==> src/rtl/pipe_ctrl.sv <==
// Stall/flush sequencer: turns bus handshakes and hazard flags into hold/bubble commands per pipeline register.
// Optional build macro PIPE_CTRL_PERF_EN adds wrapping istall/dstall/redirect event counters.
module pipe_ctrl (
  input  logic        clk,
  input  logic        reset,
  input  logic        iresp_data_ok,
  input  logic [31:0] iresp_instr,
  input  logic        dreq_valid,
  input  logic        dresp_data_ok,
  input  logic        load_use,
  input  logic        redirect,
  output logic        ireq_valid,
  output logic        instr_valid,
  output logic [31:0] instr,
  output logic        pc_stall,
  output logic        f_stall,
  output logic        d_stall,
  output logic        e_stall,
  output logic        f_flush,
  output logic        d_flush,
  output logic        e_flush,
  output logic        m_flush
`ifdef PIPE_CTRL_PERF_EN
  ,
  output logic [31:0] istall_cnt,
  output logic [31:0] dstall_cnt,
  output logic [31:0] redirect_cnt
`endif
);

  typedef enum logic {
    S_REQ = 1'b0,
    S_BUF = 1'b1
  } fetch_state_t;

  fetch_state_t state, state_nxt;
  logic [31:0]  ibuf;
  logic         istall;
  logic         dstall;
  logic         fire_dstall;
  logic         fire_redirect;
  logic         fire_istall;

  always_comb begin
    istall = (state == S_REQ) && !iresp_data_ok;
    dstall = dreq_valid && !dresp_data_ok;
  end

  // Priority chain: earlier hazards override later ones, unlisted outputs stay 0.
  always_comb begin
    pc_stall      = 1'b0;
    f_stall       = 1'b0;
    d_stall       = 1'b0;
    e_stall       = 1'b0;
    f_flush       = 1'b0;
    d_flush       = 1'b0;
    e_flush       = 1'b0;
    m_flush       = 1'b0;
    fire_dstall   = 1'b0;
    fire_redirect = 1'b0;
    fire_istall   = 1'b0;
    if (reset) begin
      pc_stall = 1'b1;
      f_flush  = 1'b1;
      d_flush  = 1'b1;
      e_flush  = 1'b1;
      m_flush  = 1'b1;
    end else if (dstall) begin
      pc_stall    = 1'b1;
      f_stall     = 1'b1;
      d_stall     = 1'b1;
      e_stall     = 1'b1;
      m_flush     = 1'b1;
      fire_dstall = 1'b1;
    end else if (redirect && istall) begin
      // Branch must wait in execute for its target fetch; bubble ereg so it is not duplicated.
      pc_stall = 1'b1;
      f_stall  = 1'b1;
      d_stall  = 1'b1;
      e_flush  = 1'b1;
    end else if (redirect) begin
      f_flush       = 1'b1;
      d_flush       = 1'b1;
      fire_redirect = 1'b1;
    end else if (load_use) begin
      pc_stall = 1'b1;
      f_stall  = 1'b1;
      d_flush  = 1'b1;
    end else if (istall) begin
      pc_stall    = 1'b1;
      f_flush     = 1'b1;
      fire_istall = 1'b1;
    end
  end

  always_comb begin
    ireq_valid  = 1'b0;
    instr_valid = 1'b0;
    instr       = iresp_instr;
    state_nxt   = state;
    case (state)
      S_REQ: begin
        ireq_valid  = !reset;
        instr_valid = iresp_data_ok;
        instr       = iresp_instr;
        // Fetch landed while PC is held: park it so it is not requested again.
        if (iresp_data_ok && pc_stall) begin
          state_nxt = S_BUF;
        end
      end
      S_BUF: begin
        instr_valid = 1'b1;
        instr       = ibuf;
        if (!pc_stall) begin
          state_nxt = S_REQ;
        end
      end
      default: begin
        state_nxt = S_REQ;
      end
    endcase
  end

  always_ff @(posedge clk) begin
    if (reset) begin
      state <= S_REQ;
      ibuf  <= 32'h0;
    end else begin
      state <= state_nxt;
      if (state == S_REQ && state_nxt == S_BUF) begin
        ibuf <= iresp_instr;
      end
    end
  end

`ifdef PIPE_CTRL_PERF_EN
  always_ff @(posedge clk) begin
    if (reset) begin
      istall_cnt   <= 32'h0;
      dstall_cnt   <= 32'h0;
      redirect_cnt <= 32'h0;
    end else begin
      if (fire_istall) begin
        istall_cnt <= istall_cnt + 32'd1;
      end
      if (fire_dstall) begin
        dstall_cnt <= dstall_cnt + 32'd1;
      end
      if (fire_redirect) begin
        redirect_cnt <= redirect_cnt + 32'd1;
      end
    end
  end
`else
  logic unused_fire;
  always_comb begin
    unused_fire = fire_dstall ^ fire_redirect ^ fire_istall;
  end
`endif

endmodule
==> config.mk <==
export PLATFORM = sky130hd
export DESIGN_NAME = pipe_ctrl
export DESIGN_NICKNAME = d
export VERILOG_FILES = /design/src/rtl/pipe_ctrl.sv
export SDC_FILE = /design/constraint.sdc
export NUM_CORES = 1
export LEC_CHECK = 0
export ABC_AREA = 1
export BUFFER_PORTS_ARGS = -buffer_cell sky130_fd_sc_hd__buf_2
export CAP_MARGIN = 20
export CORE_MARGIN = 2
export CORE_UTILIZATION = 45
export CTS_CLUSTER_DIAMETER = 30
export DETAILED_ROUTE_END_ITERATION = 10
export PLACE_DENSITY = 0.72
export SYNTH_ARGS = -nofsm -noshare
export SYNTH_HDL_FRONTEND = slang
export SYNTH_SLANG_ARGS = --single-unit
==> constraint.sdc <==
create_clock -name clk -period 3.3 [get_ports clk]
set_clock_uncertainty 0.15 [all_clocks]
set_input_delay 0.495 -clock clk [delete_from_list [all_inputs] [get_ports clk]]
set_output_delay 0.495 -clock clk [all_outputs]
set_load 0.02 [all_outputs]
==> results of run 1 <==
## state kept, by name (all words and copies together), names as in the netlist
register  cells
ibuf         32
state         1
## worst paths after layout
kind	to	slack, ns	depth (start not counted)	from
worst max-delay path	instr[28]	0.76	3	state$_SDFF_PP0_
worst min-delay path	ibuf[28]$_SDFFE_PP0P_	0.33	3	iresp_instr[28]
worst max register to register	ibuf[28]$_SDFFE_PP0P_	1.18	7	state$_SDFF_PP0_
worst min register to register	ibuf[6]$_SDFFE_PP0P_	0.36	4	ibuf[6]$_SDFFE_PP0P_
## logic make-up (layout without fill, tap and decap cells)
group                  count (synthesis)  in the layout  share of synthesized area
DFF                                   33             33                      0.314
AOI/OAI and AO/OA                     36             36                     0.0867
and+or+nand+nor                      174            174                      0.364
buffers and inverters                124            192                      0.236
## metrics by stage
stage | setup WS, ns | utilization
floorplan | 1.01 | -
global route | 0.577 | 0.576
global placement | 1.10 | 0.557
detailed placement | 1.09 | 0.557
CTS | 0.786 | 0.576
finish | 0.756 | 0.576
## final cells by class
type	count	share of cell area
multi-input cells	210	0.370
flip-flops and latches	33	0.259
repair buffers	83	0.165
inverters	101	0.148
clock buffers	6	0.0283
well taps	52	0.0254
clock inverters	2	0.00391
## metal layers
| layer | track usage | vias up | routed length, um |
|---|---|---|---|
| met5 | 0 | - | 0 |
| met4 | 0.0741 | 0 | 59 |
| met3 | 0.0375 | 8 | 241 |
| met2 | 0.368 | 57 | 2300 |
| met1 | 0.235 | 958 | 2290 |
| li1 | - | 1219 | - |
## where the power goes
part	switching [mW]	total [mW]	internal (mW)	leakage [nW]
Sequential	0.0266	0.462	0.435	0.274
Clock	0.150	0.296	0.146	0.0450
Combinational	0.211	0.324	0.112	1.22
## placed cells by master, fill, tap and decap left out, types with 2 or more instances in the layout
cell	count
inv_1	99
nand2_1	98
buf_2	80
nor2_1	38
o21ai_0	32
dfxtp_1	32
nand4_1	31
clkbuf_8	5
a21oi_1	3
buf_4	3
nor3_1	2
clkinv_2	2
## critical path: stages, from the launching register on
cell     delay, ns
dfxtp_2       0.74
inv_2         0.44
o21ai_0       0.24
buf_2         0.19
==> metrics.md, run 1 <==
| Metric | Value |
|---|---|
| Share of Yosys cell area claimed by the top area cell type | 0.314 |
| Die area | approximately 0.0052 mm^2 |
| Post-route minimum period | roughly 2.5 ns |
| Layout Cells excl Fill | 487 |
| Post-route ant nets | 0 |
| EDFF count, synth | 0 |
| Synth cell count leaders | 99 x inv_1, 98 x nand2_1, 38 x nor2_1 |
| Layout cells sized above 1 | 0.221 |
| Rows | 24 |
| Routed WL | 4890 um |
| Peak supply drop | 0.227 mV |
| RSZ-0062 raised after global routing | no |
| Residual DRC count | 0 |
| Dpl cells | between 400 and 500 |
| Crit end category | output port |
| GRT Util Overall | 0.202 |
| CTS buffer count | 5 |
| Largest net degree at the start of global routing | 37 |
| Core area | 0.00444 mm^2 |
| Vias in the first global route | 2110 |
| Pleak | between 1.5 and 2 nW |
| Cell Area, Synth | about 0.0021 mm^2 |
| Slew Viols, Final | 0 |
| Final instance area | 0.00256 mm^2 |
| Remaining Overflow, GRT | 0 |
| First drt pass iteration count | 4 |
| Die Height | 72.4 um |
| DIE WIDTH | roughly 72 um |
| Clk_lat worst skew | 0.28 ns |
| Worst min path class | in2reg |
| Initial Utilization | 0.474 |
| Multi-input logic area | 948 um^2 |
| Worst EP arrival | 1.90 ns |
| Sequential area share after synthesis | 0.314 |
| Final hold viol count | 0 |
| WS Path Type | reg2out |
| # fillers | roughly 480 |
| CTS max path bufs | 2 |
| PortBufs | 80 |
| Synth Instances | 367 |
| Total power | 1.08 mW |
| Synth top area cells | dfxtp_1 31%, inv_1 18%, nand2_1 17% |
| Number of library cell types mapped by synthesis | 21 |
| CTS resizes | 0 |
| CP startpoint kind | register |
| Clock root cell | clkbuf_8 |
| Syn. warnings | 0 |
| Register area | ~660 um^2 |
| Status | finished, final reports clean |
| Net Count, Synth | 406 |
| Total vias in the final route | roughly 2200 |
| Top FF cell, synth | dfxtp_1 |
| First-pass GRT wire length | about 8700 um |
| CTS tree | built |
| Worst Max-Slew Pin Slew | roughly 0.63 ns |
| Area leader, netlist | dfxtp_1 |
| Crit Path Max Fanout | 36 |
| Yosys reg bits | 33 |
| MaxCap Viol Count | 0 |
| Post-CTS Repair Setup Buffers | 0 |
| Fin nets | 473 |
| Worst slew margin | 0.577 |
| Tcrit/Tclk final | 0.771 |
| Initial antenna violation count | 0 |
| Fmax | about 390 MHz |
| Drt first-iter violations | 193 |
| Synth-to-layout area growth | 21.6% |
| Antenna diodes | 0 |
| Vias per Instance | roughly 4.6 |
| CTS sink count | 33 |
| IO Count | 81 |
| Worst-path clk slew | around 0.07 ns |
| Post-synth ARST share | 0 |
| Most common cell in the netlist | inv_1 |
| Htree depth | 2 |
| Syn avg cell area | around 5.7 um^2 |
| Worst EP required | about 2.7 ns |
| Post-CTS Hold Fix Bufs | 0 |
| Placer Congestion | around 0.73 |
| Post-DP HPWL | between 3000 and 4000 um |
| Final TNS setup | 0 ns |
| Dpl cell area | 0.00248 mm^2 |
| # setup viols final | 0 |
| Pwr Density | 422 mW/mm^2 |
| WHS | 0.331 ns |
| Mean routed wirelength per cell | roughly 10 um |
No activity file was read; power rests on OpenSTA's default activity.
==> run 2: changes to the inputs <==
==> config.mk (replaced) <==
export PLATFORM = sky130hd
export DESIGN_NAME = pipe_ctrl
export DESIGN_NICKNAME = d
export VERILOG_FILES = /design/src/rtl/pipe_ctrl.sv
export SDC_FILE = /design/constraint.sdc
export NUM_CORES = 1
export LEC_CHECK = 0
export ABC_AREA = 0
export BUFFER_PORTS_ARGS = -buffer_cell sky130_fd_sc_hd__buf_2
export CAP_MARGIN = 20
export CORE_MARGIN = 2
export CORE_UTILIZATION = 44
export CTS_CLUSTER_DIAMETER = 30
export DETAILED_ROUTE_END_ITERATION = 10
export PLACE_DENSITY = 0.75
export SYNTH_ARGS = -nofsm -noshare
export SYNTH_HDL_FRONTEND = slang
export SYNTH_SLANG_ARGS = --single-unit
==> constraint.sdc (replaced) <==
create_clock -name clk -period 2.3 [get_ports clk]
set_clock_uncertainty 0.15 [all_clocks]
set_input_delay 0.345 -clock clk [delete_from_list [all_inputs] [get_ports clk]]
set_output_delay 0.345 -clock clk [all_outputs]
set_load 0.02 [all_outputs]
==> run 2 against run 1 <==
Effect of this change: clock power rose by 87%; final cell count fell by 33%; cell area fell by 1.7%; combinational power rose by 7.4%; sequential cell count did not move; critical endpoint is now instr[25].
==> metrics.md, run 2 <==
| Metric | Value |
|---|---|
| Clk network pwr share | 0.364 (+0.090) |
| Die Height | 71.7 um (-0.99%) |
| Synth top area cells | dfxtp_1 33%, nand2b_1 20%, mux2_2 18% |
| Final hold viol count | 0 (unchanged) |
| Post-route ant nets | 0 (unchanged) |
| Antenna diodes | 0 (unchanged) |
| Die area | 0.00514 mm^2 (-2.0%) |
| CP top delay family | flip-flops |
| Worst EP required | 1.80 ns (-0.85 ns) |
| RSZ-0062 raised after global routing | no |
| Most common cell after layout, fill and taps aside | buf_2 |
| Reg power frac | 0.407 (-0.020) |
| Tcrit/Tclk final | 0.865 |
| Final WS setup | 0.311 ns (-0.445 ns) |
| Share of Yosys cell area claimed by the top area cell type | 0.328 (+0.0140) |
| Clk_lat worst skew | 0.27 ns (about the same) |
| Crit end category | output port |
| CTS sink count | 33 (unchanged) |
| Total power | 1.52 mW (+41%) |
| Net Count, Synth | 237 (-42%) |
| Core area | 0.00438 mm^2 (-1.4%) |
| Worst EP arrival | 1.49 ns (-0.41 ns) |
| Number of library cell types mapped by synthesis | 21 (unchanged) |
| Rows | 24 (unchanged) |
| Worst Max-Slew Pin Slew | 0.394 ns (-0.241 ns) |
| Syn. warnings | 0 (unchanged) |
| Sequential area share after synthesis | 0.328 (+0.0140) |
| Area leader, netlist | dfxtp_1 |
| CTS resizes | 0 (unchanged) |
| Final TNS setup | 0 ns (unchanged) |
| Initial antenna violation count | 0 (unchanged) |
| CTS max path bufs | 2 (unchanged) |
| Worst min path class | in2reg |
| First-pass GRT wire length | 6510 um (-25%) |
| WS Path Type | reg2out |
| Largest registers | ibuf: 32 flops, state: 1 flops |
| Worst hold start | iresp_instr[5] |
| Drt first-iter violations | 61 (-68%) |
| First drt pass iteration count | 4 (unchanged) |
| Comb power frac | 0.229 (-0.070) |
| Worst path cell trace | buf_4 > mux2_2 > buf_2 |
| Pwr Density | 605 mW/mm^2 (+43%) |
| Status | finished, final reports clean |
| Vias in the first global route | 1511 (-28%) |
| Biggest register | ibuf |
| Remaining Overflow, GRT | 0 (unchanged) |
| Post-layout util | 0.574 (-0.00210) |
| Crit Path Max Fanout | 15 (-58%) |
| CTS tree | built |
| Post-synth ARST share | 0 (unchanged) |
| Cell Area, Synth | 0.00202 mm^2 (-4.3%) |
| Placer Congestion | 0.763 (+3.8%) |
| Critical Path Slowest Stage Cell | dfxtp_2 |
| Top FF cell, synth | dfxtp_1 |
| Yosys reg bits | 33 (unchanged) |
| Routed WL | 3830 um (-22%) |
| Syn avg cell area | 10.2 um^2 (+77%) |
| Worst reg2reg endpoint | ibuf[11]$_SDFFE_PP0P_ |
| Buf/Inv on CP | 2 (unchanged) |
| Synth Instances | 198 (-46%) |
| Worst hold path cell count | 3 (unchanged) |
| Synth cell count leaders | 66 x nand2b_1, 33 x dfxtp_1, 32 x mux2_2, 32 x mux2i_1, 8 x clkbuf_1 |
| # setup viols final | 0 (unchanged) |
| MaxCap Viol Count | 0 (unchanged) |
| DIE WIDTH | 71.7 um (-0.99%) |
| Net Sw Frac | 0.263 (-0.0954) |
| Total vias in the final route | 1564 (-30%) |
| Slew Viols, Final | 0 (unchanged) |
| Largest net degree at the start of global routing | 47 (+27%) |
| Synth-to-layout area growth | 24.8% |
| Hold path endpoint | ibuf[5]$_SDFFE_PP0P_ |
| Layout cells sized above 1 | 0.475 (+0.254) |
| Worst slew margin | 0.737 (+0.160) |
| Most common cell in the netlist | nand2b_1 |
| Residual DRC count | 0 (unchanged) |
| Pint | 1.12 mW (+62%) |
| Fmax | around 500 MHz |
| Commonest non-fill, non-tap cells in the layout | 80 x buf_2, 66 x nand2b_1, 32 x mux2_2, 32 x mux2i_1, 32 x dfxtp_1 |
| Peak supply drop | 0.406 mV (+79%) |
| R2R depth | 5 (-2) |
| Initial Utilization | 0.460 (-0.0141) |
| Clock root cell | clkbuf_8 |
| Post-DP HPWL | 2790 um (-17%) |
| Htree depth | 2 (unchanged) |
| Pleak | 1.09 nW (-29%) |
| Fin nets | 314 (-34%) |
| CP startpoint kind | register |
| NetSw | 0.400 mW (+3.2%) |
| Post-CTS Hold Fix Bufs | 0 (unchanged) |
| Slowest stage delay, CP | 0.44 ns (-0.30 ns) |
| Post-route minimum period | 1.99 ns |
| GRT Util Overall | 0.158 (-0.0445) |
| R2R Path Start | state$_SDFF_PP0_ |
| Worst R2R Setup Slack | 0.65 ns (-0.53 ns) |
| Max reg flops | 32 (unchanged) |
| PortBufs | 80 (unchanged) |
| EDFF count, synth | 0 (unchanged) |
| Setup WS pre-CTS | 0.486 ns (-0.607 ns) |
| Vias per Instance | 4.77 (+3.6%) |
| Post-CTS Repair Setup Buffers | 0 (unchanged) |
| Worst-path clk slew | 0.07 ns (about the same) |
| CTS buffer count | 5 (unchanged) |
| Mean routed wirelength per cell | 11.7 um (+16%) |
| IO Count | 81 (unchanged) |
==> run 2: cell count changes after synthesis, moves of 3 or more <==
| cell | previous run | this run |
|---|---|---|
| buf_12 | 0 | 3 |
| nand2_1 | 98 | 0 |
| nor2_1 | 38 | 5 |
| inv_1 | 99 | 1 |
| nand4_1 | 31 | 0 |
| o21ai_0 | 32 | 1 |
| mux2i_1 | 0 | 32 |
| buf_1 | 5 | 0 |
| nand2b_1 | 0 | 66 |
| mux2_2 | 0 | 32 |
==> run 2: power by group through the flow <==
stage | registers (mW) | clock network [mW] | logic [mW]
floorplan | 0.625 | 0 | 0.261
finish | 0.620 | 0.553 | 0.348
detailed placement | 0.632 | 0 | 0.353
global route | 0.624 | 0.596 | 0.379
global placement | 0.631 | 0 | 0.348
CTS | 0.620 | 0.571 | 0.355
==> run 2: worst min-delay path, delay by kind of cell <==
| kind | cells | cell delay [ns] |
|---|---|---|
| buffers and inverters | 1 | 0.10 |
| and+or+nand+nor | 1 | 0.06 |
| muxes | 1 | 0.06 |
==> run 2: final cells by class <==
class	count	area [um^2]
timing repair buffer	86	445
sequential	33	662
inverter	1	3.75
fill	421	1870
multi-input combinational	148	1220
clock inverter	1	30.0
clock buffer	7	86.3
tap	52	65.1
==> run 2: logic make-up after synthesis <==
family,Yosys count,synth area share
and+or+nand+nor,75,0.233
DFF,33,0.328
AOI/OAI and AO/OA,9,0.0360
buffers and inverters,17,0.0652
muxes,64,0.338
==> run 2: worst max path at each step <==
| stage | end | depth (start not counted) | start |
|---|---|---|---|
| floorplan | f_stall | 4 | state$_SDFF_PP0_ |
| global placement | f_flush | 5 | load_use |
| detailed placement | f_flush | 5 | load_use |
| CTS | instr[20] | 3 | state$_SDFF_PP0_ |
| global route | d_flush | 4 | state$_SDFF_PP0_ |
| finish | instr[25] | 3 | state$_SDFF_PP0_ |
==> run 2: through the flow <==
step,area [um^2],instances,hold slack [ns]
after floorplan,2020,198,0.295
after global routing,2520,328,0.179
after global placement,2400,320,0.305
after detailed placement,2400,320,0.312
after CTS,2520,328,0.177
final,2520,328,0.181
==> run 2: per-layer routing <==
metal  wire length (um)  up-vias  GRT usage
li1                   -      814          -
met1               1660      703      0.179
met2               1910       42      0.283
met3                226        5     0.0408
met4                 39        0     0.0566
met5                  0        -          0
==> run 3: changes to the inputs <==
==> config.mk (replaced) <==
export PLATFORM = sky130hd
export DESIGN_NAME = pipe_ctrl
export DESIGN_NICKNAME = d
export VERILOG_FILES = /design/src/rtl/pipe_ctrl.sv
export SDC_FILE = /design/constraint.sdc
export NUM_CORES = 1
export LEC_CHECK = 0
export ABC_AREA = 0
export CAP_MARGIN = 20
export CORE_MARGIN = 2
export CORE_UTILIZATION = 45
export CTS_CLUSTER_DIAMETER = 30
export DETAILED_ROUTE_END_ITERATION = 10
export DONT_BUFFER_PORTS = 1
export PLACE_DENSITY = 0.6
export SYNTH_ARGS = -nofsm -noshare
export SYNTH_HDL_FRONTEND = slang
export SYNTH_SLANG_ARGS = --single-unit
==> run 3 against run 2 <==
Effect of this change: global-route usage is 0.91 points higher; clock power decreased by 21%; first-iteration DRC count fell by 13%; routed wire length up 3.1%; register-to-register slack improved by 0.03 ns; cell area down 17%; largest cell class unchanged.
==> metrics.md, run 3 (synthesis gave the netlist of run 2 again) <==
| Metric | Value |
|---|---|
| Worst reg2reg endpoint | ibuf[18]$_SDFFE_PP0P_ |
| MaxCap Viol Count | 0 (unchanged) |
| Biggest register | ibuf |
| Largest registers | ibuf: 32 flops, state: 1 flops |
| Clk_lat worst skew | 0.28 ns (about the same) |
| Post-route minimum period | 2.01 ns (+0.0169 ns) |
| Pwr Density | 629 mW/mm^2 (+4.1%) |
| Slew Viols, Final | 0 (unchanged) |
| Mean routed wirelength per cell | 16.0 um (+37%) |
| Die Height | 70.9 um (-1.1%) |
| Setup WS pre-CTS | 0.504 ns (+0.0180 ns) |
| Fmax | 499 MHz (-0.84%) |
| Initial antenna violation count | 0 (unchanged) |
| Dpl cell area | 0.00199 mm^2 (-17%) |
| Core area | 0.00432 mm^2 (-1.4%) |
| Max reg flops | 32 (unchanged) |
| CTS buffer count | 5 (unchanged) |
| Residual DRC count | 0 (unchanged) |
| Worst R2R Setup Slack | 0.68 ns (+0.03 ns) |
| Worst hold path cell count | 2 (-1) |
| Layout Cells excl Fill | 247 (-25%) |
| Synth-to-layout area growth | 3.54% |
| Post-layout util | 0.483 (-0.0913) |
| Layout cells sized above 1 | 0.246 (-0.228) |
| WHS | 0.0674 ns (-0.114 ns) |
| Vias per Instance | 5.41 (+14%) |
| Peak supply drop | 0.297 mV (-27%) |
| Tcrit/Tclk final | 0.872 (+0.00735) |
| R2R depth | 5 (unchanged) |
| Vias in the first global route | 1418 (-6.2%) |
| # setup viols final | 0 (unchanged) |
| Final TNS setup | 0 ns (unchanged) |
| RSZ-0062 raised after global routing | no |
| Pleak | 0.757 nW (-31%) |
| CTS max path bufs | 2 (unchanged) |
| Worst min path class | in2reg |
| GRT Util Overall | 0.167 (+0.00915) |
| Total power | 1.31 mW (-14%) |
| Clock root cell | clkbuf_8 |
| Crit end category | output port |
| Post-DP HPWL | 2820 um (+1.1%) |
| Metal2 WL | 2030 um (+6.4%) |
| Placer Congestion | 0.700 (-8.3%) |
| Worst Max-Slew Pin Slew | 0.456 ns (+0.0615 ns) |
| PortBufs | 0 (-100%) |
| WS Path Type | reg2out |
| Met3 wire length | 329 um (+46%) |
| Antenna diodes | 0 (unchanged) |
| Hold path endpoint | ibuf[15]$_SDFFE_PP0P_ |
| Htree depth | 2 (unchanged) |
| Crit Path Max Fanout | 5 (-10) |
| Post-route ant nets | 0 (unchanged) |
| Initial Utilization | 0.466 (+0.00639) |
| IO Count | 81 (unchanged) |
| R2R Path Start | state$_SDFF_PP0_ |
| Die area | 0.00503 mm^2 (-2.1%) |
| Largest net degree at the start of global routing | 75 (+60%) |
| CP startpoint kind | register |
| Most common cell after layout, fill and taps aside | nand2b_1 |
| Final WS setup | 0.294 ns (-0.0169 ns) |
| CTS sink count | 33 (unchanged) |
| Remaining Overflow, GRT | 0 (unchanged) |
| CTS tree | built |
| Final hold viol count | 0 (unchanged) |
| First-pass GRT wire length | 6660 um (+2.3%) |
| Rows | 24 (unchanged) |
| Status | finished, final reports clean |
| Post-CTS Repair Setup Buffers | 0 (unchanged) |
| DIE WIDTH | 70.9 um (-1.1%) |
| Worst-path clk slew | 0.07 ns (about the same) |
| Drt first-iter violations | 53 (-13%) |
| Fin nets | 234 (-25%) |
| Total vias in the final route | 1337 (-15%) |
| Commonest non-fill, non-tap cells in the layout | 66 x nand2b_1, 33 x dfxtp_1, 32 x mux2_2, 32 x mux2i_1, 6 x clkbuf_8 |
| Routed WL | 3950 um (+3.1%) |
| Worst hold start | iresp_instr[15] |
| Worst slew margin | 0.697 (-0.0400) |
| Met1 wire length | 1570 um (-5.5%) |
| First drt pass iteration count | 4 (unchanged) |
| Worst EP arrival | 1.51 ns (+0.02 ns) |
| Highest routed layer | met4 |
| Final instance area | 0.00209 mm^2 (-17%) |
| Dpl cells | 239 (-25%) |
| Worst EP required | 1.80 ns (about the same) |
-- run 3: changes by cell type in the layout (fill, tap and decap cells not counted), sizes merged --
| cell | previous run | this run |
|---|---|---|
| buf | 86 | 5 |
| bufinv | 1 | 0 |
| dlygate4sd3 | 0 | 1 |
-- run 3: critical path, cell delays in order, from the launching register on --
cell	delay (ns)
dfxtp_1	0.32
nor2_1	0.27
a21boi_0	0.21
a21oi_1	0.44
-- run 3: final cells by class --
cell class,instances,area [um^2]
flip-flops and latches,33,661
repair buffers,6,47.5
well taps,52,65.1
inverters,1,3.75
clock buffers,7,86.3
fillers,406,2240
multi-input cells,148,1220
-- run 3: timing repair --
item | CTS | global route
endpoints found under the hold margin | 1 | 0
hold buffers | 1 | 0
resized for setup | 0 | 0
setup endpoints to repair | 0 | 0
-- run 3: worst max path at each step --
stage,startpoint,end,slack (ns),cells past startpoint
3_5_place_dp,dresp_data_ok,d_flush,0.50,3
2_1_floorplan,state$_SDFF_PP0_,f_stall,0.63,4
3_3_place_gp,dresp_data_ok,f_stall,0.55,3
5_1_grt,state$_SDFF_PP0_,f_stall,0.18,3
6_report,state$_SDFF_PP0_,f_stall,0.29,3
4_1_cts,state$_SDFF_PP0_,f_stall,0.27,3
-- run 3: metal layers --
layer | vias to the layer above | track usage
met5 | - | 0
met4 | 0 | 0.0461
met3 | 5 | 0.0655
met2 | 52 | 0.304
met1 | 628 | 0.178
li1 | 652 | -
-- run 3: power by group --
group | leakage [nW] | internal (mW) | switching [mW]
clock | 0.0443 | 0.237 | 0.198
combinational | 0.443 | 0.111 | 0.149
sequential | 0.269 | 0.602 | 0.0152
